[src/rtl/gcd_controller.sv]
// -----------------------------------------------------------------------------
// gcd_controller
//
// Control FSM for a 16-bit subtractive GCD datapath. It loads operand A and
// then operand B from the shared data_in bus. After that it performs one
// subtract-and-compare step per cycle until the datapath comparator reports
// A == B.
//
// A watchdog aborts a run that would never end (a zero operand) after
// MAX_ITER subtraction steps and raises err.
//
// Handshake with the system
//   start is sampled only in IDLE. It is a level, not an edge: a start held
//   high launches a new run every time IDLE is reached. busy is high while a
//   run is in progress (LOAD_A, LOAD_B, CMP). done is a one-cycle pulse, and
//   during that cycle the A register holds the GCD. err is raised when the
//   watchdog fires and stays high until the next accepted start.
//
// Ports
//   clk, rst        clock; synchronous active-high reset
//   start           run request (sampled in IDLE only)
//   lt, gt, eq      datapath comparator flags (A<B, A>B, A==B)
//   ldA, ldB        load enables for the A and B registers
//   sel1, sel2      subtractor minuend / subtrahend select (1 = A, 0 = B)
//   sel_load        register input select (1 = data_in, 0 = subtractor)
//   op_sel          operand prompt for the data_in source (0 = A, 1 = B)
//   busy, done, err run status as described above
//   iter_cnt        subtraction steps taken in the current or last run
//   state_dbg       current FSM state encoding, for observation only
// -----------------------------------------------------------------------------
module gcd_controller #(
   parameter int MAX_ITER = 1023,
   parameter int ITER_W   = 10
) (
   input  logic              clk,
   input  logic              rst,
   input  logic              start,
   input  logic              lt,
   input  logic              gt,
   input  logic              eq,
   output logic              ldA,
   output logic              ldB,
   output logic              sel1,
   output logic              sel2,
   output logic              sel_load,
   output logic              op_sel,
   output logic              busy,
   output logic              done,
   output logic              err,
   output logic [ITER_W-1:0] iter_cnt,
   output logic [2:0]        state_dbg
);

   typedef enum logic [2:0] {
      IDLE   = 3'd0,
      LOAD_A = 3'd1,
      LOAD_B = 3'd2,
      CMP    = 3'd3,
      DONE   = 3'd4,
      ERR    = 3'd5
   } state_t;

   localparam logic [ITER_W-1:0] MAX_CNT = ITER_W'(MAX_ITER);

   state_t            state_q, state_d;
   logic [ITER_W-1:0] cnt_q;
   logic              err_q;
   logic              cnt_clr;   // accepted start: clear counter and error
   logic              cnt_inc;   // a subtraction step happens this cycle
   logic              err_set;   // watchdog fires this cycle

   // State register, iteration counter and sticky error flag.
   always_ff @(posedge clk) begin
      if (rst) begin
         state_q <= IDLE;
         cnt_q   <= '0;
         err_q   <= 1'b0;
      end else begin
         state_q <= state_d;
         if (cnt_clr) begin
            cnt_q <= '0;
         end else if (cnt_inc) begin
            cnt_q <= cnt_q + 1'b1;
         end
         if (cnt_clr) begin
            err_q <= 1'b0;
         end else if (err_set) begin
            err_q <= 1'b1;
         end
      end
   end

   // Next state and control decode.
   always_comb begin
      state_d  = state_q;
      ldA      = 1'b0;
      ldB      = 1'b0;
      sel1     = 1'b0;
      sel2     = 1'b0;
      sel_load = 1'b0;
      op_sel   = 1'b0;
      busy     = 1'b0;
      done     = 1'b0;
      cnt_clr  = 1'b0;
      cnt_inc  = 1'b0;
      err_set  = 1'b0;

      case (state_q)
         IDLE: begin
            if (start) begin
               state_d = LOAD_A;
               cnt_clr = 1'b1;
            end
         end

         LOAD_A: begin
            busy     = 1'b1;
            ldA      = 1'b1;
            sel_load = 1'b1;
            op_sel   = 1'b0;
            state_d  = LOAD_B;
         end

         LOAD_B: begin
            busy     = 1'b1;
            ldB      = 1'b1;
            sel_load = 1'b1;
            op_sel   = 1'b1;
            state_d  = CMP;
         end

         CMP: begin
            busy = 1'b1;
            // No flag at all is illegal. It is treated like eq so that the
            // FSM can never get stuck on a broken comparator.
            if (eq || !(gt || lt)) begin
               state_d = DONE;
            end else if (cnt_q == MAX_CNT) begin
               state_d = ERR;
               err_set = 1'b1;
            end else if (gt) begin
               // A <- A - B
               ldA     = 1'b1;
               sel1    = 1'b1;
               sel2    = 1'b0;
               cnt_inc = 1'b1;
            end else begin
               // B <- B - A
               ldB     = 1'b1;
               sel1    = 1'b0;
               sel2    = 1'b1;
               cnt_inc = 1'b1;
            end
         end

         DONE: begin
            done    = 1'b1;
            state_d = IDLE;
         end

         ERR: begin
            state_d = IDLE;
         end

         default: begin
            state_d = IDLE;
         end
      endcase
   end

   assign err       = err_q;
   assign iter_cnt  = cnt_q;
   assign state_dbg = state_q;

endmodule

[config.mk]
export PLATFORM = sky130hd
export DESIGN_NAME = gcd_controller
export DESIGN_NICKNAME = d
export VERILOG_FILES = /design/src/rtl/gcd_controller.sv
export SDC_FILE = /design/constraint.sdc
export NUM_CORES = 1
export LEC_CHECK = 0
export CORE_MARGIN = 5
export CORE_UTILIZATION = 43
export DETAILED_ROUTE_END_ITERATION = 7
export GPL_TIMING_DRIVEN = 0
export PLACE_DENSITY = 0.84
export SYNTH_ARGS = -nofsm -noshare
export SYNTH_HDL_FRONTEND = slang
export SYNTH_SLANG_ARGS = --single-unit
[constraint.sdc]
create_clock -name clk -period 2.38 [get_ports clk]
set_clock_uncertainty 0.15 [all_clocks]
set_input_delay 0.595 -clock clk [delete_from_list [all_inputs] [get_ports clk]]
set_output_delay 0.595 -clock clk [all_outputs]
set_load 0.005 [all_outputs]
==> metrics, run 1 <==
outcome=completed; slowest CP cell=dfxtp_4; clk sinks=14; combinational share of power=20.2%; Tmin final=2.38 ns; VDD IR-drop max=0.000384 V; Post-synth top flop=dfxtp_1; RSZ-0062 raised after global routing=true; die span in x=53.1 um; Area Overhead vs Synth=54.5%; Sw Ratio=27.1%; Total Neg Setup Slack=0 ns; Placement Cell Area=1100 sq um; Final ANT Viol Nets=0; DRT iter0 DRCs=57; layout cells sized above 1=28.9%; cell family with most CP delay=compound AO/OA/AOI/OAI gates; sequential power share=45.3%; power per cell area=425 nW/um^2; routed vias/inst=5.85; R2R Path Start=state_dbg[1]; pin count of the biggest net entering global routing=11; detailed placer's ending HPWL=1600 um; worst-skew pair later-pin latency=0.29 ns; first-pass GRT wire length=3880 um; Arr. time, crit path=1.63 ns; capture point of the worst reg-to-reg path=iter_cnt[8]; routed len/inst=16.2 um; Hold Path Origin=err; DRC=0; Die Ht=53.1 um; Fmax=421 MHz; Final Routed Wirelength=2590 um; Total GRT Usage=18.8%; clock share of power=34.6%; Cell Int Power=0.000382 W; Hold EP=err; Diodes inserted=0; Placed Instances=150; Worst setup SP type=register; PortBufs=27; Post-synth EDFFs=0; CP Capture Type=output pin; max cap viols=0; most frequent cells after synthesis=dfxtp_1, nor2_1, nand2_1; pin slew with the least headroom to its limit=0.737 ns; Filler cells=144; Crit Path Class=register to output pin; area of the multi-input gates=546 sq um; Finished Layout Cells=160; fin area=1230 sq um; Die Area=2810 sq um; Post-Synthesis Cells=98; Distinct cells, synth=35; share of the synthesized area in the top cell type=35.2%; crit path max fanout=7; post-synth net total=105; R2R Setup Slk=0.22 ns; Post-Syn Area=797 sq um; Final Hold Vio Count=0; Final Max Slew Viols=0; deepest clock path buffer count=2; worst min-delay path class=register to register; clock root cell=clkbuf_4; slowest stage delay, CP=0.40 ns; FP Rows=15; core footprint=1750 sq um; Initial Util=45.7%; largest area contributor in the netlist=dfxtp_1; Inserted Clock Buffers=3; Leak Pwr=0.442 nW; antenna violations before repair=0; Hold Path Stages=2; number of synthesized register bits=14; syn avg cell area=8.13 sq um; Cell Chain, Critical Path=and4_4 > nand3_2 > o21a_2 > a22o_1 > buf_2; WP buf/inv=1; Async S/R FF share, synth=0%; count of hold-fix buffers inserted at cts=0; number of global-route vias before repair=829; First-pass DRT Iterations=4; Switch Pwr=0.000142 W; vias=936; register area=295 sq um; TritonCTS clock tree=yes; Layout Nets=143; routability cong.=0.768; sequential area share after synthesis=35.2%; R2R depth=7; Final setup viols=0; synth warn=0; I/O pin count=28; CP Data Required Time=1.63 ns; register clock-pin slew on the reported worst setup and hold paths=0.09 ns; synth top area cells=dfxtp_1, nor2_1, mux2i_1; slew margin rel.=50.2%; period utilization=99.8%; final global-route overflow total=0; H-tree depth=1
[repair_timing]
action	4_1_cts	5_1_grt
cloned	0	0
setup endpoints to repair	4	5
gates resized for setup	33	9
pin swaps	4	4
setup buffers	3	3
[power by group through the flow]
stage          combinational [W]  sequential, W  clock, W
4_1_cts                 0.000100       0.000238  0.000181
5_1_grt                 0.000114       0.000238  0.000195
2_1_floorplan          0.0000472       0.000246         0
3_3_place_gp           0.0000967       0.000245         0
3_5_place_dp           0.0000981       0.000246         0
6_report                0.000106       0.000237  0.000181
[kinds of logic after synthesis]
logic type	share of synthesized area (%)
AND/OR/NAND/NOR	38.3
AO/OA/AOI/OAI	14.4
flip-flops	35.2
buffers and inverters	4.39
multiplexers	5.02
XOR/XNOR	1.10
adder cells (fa/ha/maj)	1.57
[per-layer routing]
metal | routed length (um) | up-vias | GRT usage [%]
met5 | 0 | - | 0
met2 | 1330 | 46 | 32.2
li1 | - | 438 | -
met3 | 191 | 9 | 2.82
met1 | 997 | 443 | 23.3
met4 | 72 | 0 | 7.66
[state kept, by name, indices dropped and copies added, names as in the netlist]
signal	flops
err	1
iter_cnt	10
state_dbg	3
[worst max-delay path by stage]
| stage | start | to | slack [ns] | cells past startpoint |
|---|---|---|---|---|
| finish | iter_cnt[5] | ldA | 0.005 | 5 |
| global route | iter_cnt[5] | ldA | -0.03 | 5 |
| CTS | iter_cnt[4] | ldA | 0.002 | 5 |
| detailed placement | eq | ldA | -0.82 | 6 |
| global placement | eq | ldA | -0.78 | 6 |
| floorplan | eq | ldA | 0.23 | 4 |
[worst register-to-register path, delay by kind of cell, from the launching register on]
family	cells	cell delay, ns
AOI/OAI and AO/OA	1	0.19
and+or+nand+nor	3	0.90
buffers and inverters	3	0.49
DFF	1	0.35
[through the flow]
step | setup WS (ns) | hold WS, ns | utilization (%) | power, W
2_1_floorplan | 0.233 | 0.310 | - | 0.000293
3_3_place_gp | -0.779 | 0.305 | 62.9 | 0.000342
3_5_place_dp | -0.822 | 0.313 | 62.9 | 0.000344
4_1_cts | 0.00212 | 0.335 | 69.0 | 0.000519
5_1_grt | -0.0291 | 0.369 | 70.5 | 0.000547
6_report | 0.00456 | 0.328 | 70.5 | 0.000523
[cell type report]
type,instances,area share [%]
flip-flops and latches,14,24.0
well taps,25,2.54
inverters,1,0.305
plain buffers,4,2.54
clock buffers,4,2.95
repair buffers,33,23.4
multi-input cells,79,44.3
[placed cells by master (no fill, tap or decap), types with 2 or more instances in the layout]
master,n
clkdlybuf4s50_1,20
nor2_1,11
buf_4,8
dfxtp_1,8
nand2_1,7
nor3_1,5
a21oi_1,5
o21ai_0,4
or3_1,4
mux2i_1,4
nand3_2,3
and2_1,3
or2_2,3
buf_2,3
and3_1,3
nand4_1,3
clkbuf_4,3
clkbuf_2,3
dfxtp_2,3
dfxtp_4,3
nand2b_1,2
nor2_4,2
nor4_1,2
dlygate4sd2_1,2
Power figures use the tool's default switching activity.
==> inputs of run 2 (changes only) <==
SETUP_SLACK_MARGIN = 0.3   (was default)
TNS_END_PERCENT = 100   (was default)
==> metrics, run 2 (synthesis gave the netlist of run 1 again) <==
outcome=completed; Sw Ratio=27.6% (+0.54 points); H-tree depth=1 (unchanged); first-pass GRT wire length=4730 um (+22%); worst-skew pair later-pin latency=0.30 ns (about the same); number of global-route vias before repair=980 (+18%); Switch Pwr=0.000148 W (+4.4%); final global-route overflow total=0 (unchanged); WP buf/inv=1 (unchanged); die span in x=53.1 um (unchanged); pin count of the biggest net entering global routing=11 (unchanged); Crit Path Class=register to output pin; period utilization=97.1% (-2.7 points); slowest CP cell=dfxtp_4; slowest stage delay, CP=0.36 ns (-0.04 ns); count of hold-fix buffers inserted at cts=0 (unchanged); slew margin rel.=62.0% (+12 points); pin slew with the least headroom to its limit=0.562 ns (-0.175 ns); Final ANT Viol Nets=0 (unchanged); Inserted Clock Buffers=3 (unchanged); Arr. time, crit path=1.57 ns (-0.06 ns); Finished Layout Cells=170 (+6.3%); I/O pin count=28 (unchanged); cell family with most CP delay=compound AO/OA/AOI/OAI gates; area of the multi-input gates=579 sq um (+6.2%); Placed Instances=150 (unchanged); Tmin final=2.31 ns (-0.0647 ns); Total GRT Usage=23.5% (+4.7 points); VDD IR-drop max=0.000318 V (-17%); First-pass DRT Iterations=4 (unchanged); Area Overhead vs Synth=71.1%; Cell Int Power=0.000388 W (+1.6%); routed len/inst=17.5 um (+7.9%); Diodes inserted=0 (unchanged); CP Data Required Time=1.63 ns (about the same); TritonCTS clock tree=yes; core footprint=1750 sq um (unchanged); Filler cells=114 (-21%); Final setup viols=0 (unchanged); Cell Chain, Critical Path=and4_4 > nand3_4 > o21a_4 > a22o_1 > buf_2; clk sinks=14 (unchanged); deepest clock path buffer count=2 (unchanged); routability cong.=0.803 (+4.6%); Initial Util=45.7% (unchanged); CP Capture Type=output pin; Worst setup SP type=register; DRC=0 (unchanged); Die Ht=53.1 um (unchanged); combinational share of power=21.4% (+1.2 points); PortBufs=27 (unchanged); vias=958 (+2.4%); worst min-delay path class=register to register; Final Routed Wirelength=2970 um (+15%); Final Hold Vio Count=0 (unchanged); detailed placer's ending HPWL=1640 um (+2.6%); max cap viols=0 (unchanged); Fmax=433 MHz (+2.8%); power per cell area=393 nW/um^2 (-7.6%); clock root cell=clkbuf_4; crit path max fanout=4 (-3); commonest cells after routing, fill and taps aside=buf_4, clkdlybuf4s50_1, nor2_1, dfxtp_2, nand2_1; Leak Pwr=0.537 nW (+22%); Die Area=2810 sq um (unchanged); Layout Nets=153 (+7.0%); routed vias/inst=5.64 (-3.7%); sequential power share=44.4% (-0.9 points); register clock-pin slew on the reported worst setup and hold paths=0.10 ns (about the same); layout cells sized above 1=38.6% (+9.7 points); Largest register FFs=10 (unchanged); Final Max Slew Viols=0 (unchanged); Hold Slack=0.343 ns (+0.0159 ns); register area=305 sq um (+3.4%); RSZ-0062 raised after global routing=true; clock share of power=34.2% (-0.4 points); DRT iter0 DRCs=30 (-47%); commonest non-fill, non-tap cell in the layout=buf_4; FP Rows=15 (unchanged); antenna violations before repair=0 (unchanged)
-- run 2: changes by cell type in the layout (fill, tap and decap cells not counted), sizes merged --
cell | previous run | this run
buf | 12 | 25
dlymetal6s2s | 0 | 1
clkdlybuf4s50 | 20 | 15
clkbuf | 7 | 4
clkdlybuf4s15 | 0 | 1
dlygate4sd2 | 2 | 5
-- run 2: worst register-to-register path, delay by kind of cell, from the launching register on --
| family | cells | cell delay [ns] |
|---|---|---|
| AND/OR/NAND/NOR | 3 | 0.79 |
| buffers and inverters | 3 | 0.46 |
| flip-flops | 1 | 0.34 |
-- run 2: cell type report --
class                   instances  share of cell area, %
well taps                      25                   2.29
clock buffers                   4                   2.66
multi-input cells              79                   42.5
repair buffers                 43                   27.1
plain buffers                   4                   2.84
inverters                       1                  0.275
flip-flops and latches         14                   22.4
-- run 2: worst paths after layout --
path / cells past startpoint / slack (ns) / end / startpoint
max: 5 / 0.07 / ldA / iter_cnt[4]
max reg2reg: 6 / 0.55 / iter_cnt[2] / state_dbg[1]
min reg2reg: 2 / 0.34 / err / err
min: 2 / 0.34 / err / err
-- run 2: layer usage --
metal	track usage, %	vias up	wire length, um
met4	12.3	0	76
met2	42.4	27	1550
li1	-	458	-
met5	0	-	0
met3	4.51	7	120
met1	25.7	466	1230
-- run 2: stage by stage --
stage          worst slack (ns)  util (%)  cell area (sq um)  power, W  setup TNS (ns)
4_1_cts                  0.0878      75.4               1320  0.000526               0
2_1_floorplan             0.301         -                816  0.000296               0
6_report                 0.0693      78.1               1360  0.000535               0
3_3_place_gp             -0.758      64.0               1120  0.000345           -2.73
3_5_place_dp             -0.796      64.0               1120  0.000349           -2.84
5_1_grt                 0.00934      78.1               1360  0.000556               0
-- run 2: power groups by stage --
| stage | Clock, W | Combinational, W | Sequential [W] |
|---|---|---|---|
| finish | 0.000183 | 0.000115 | 0.000238 |
| floorplan | 0 | 0.0000502 | 0.000246 |
| global placement | 0 | 0.0000995 | 0.000245 |
| global route | 0.000195 | 0.000122 | 0.000238 |
| CTS | 0.000177 | 0.000111 | 0.000238 |
| detailed placement | 0 | 0.000103 | 0.000246 |
-- run 2: timing repair --
action	4_1_cts	5_1_grt
pin swaps	8	4
setup buffers	13	3
gates cloned	0	0
hold endpoints to repair	0	0
gates resized for setup	57	8
setup endpoints to repair	8	10
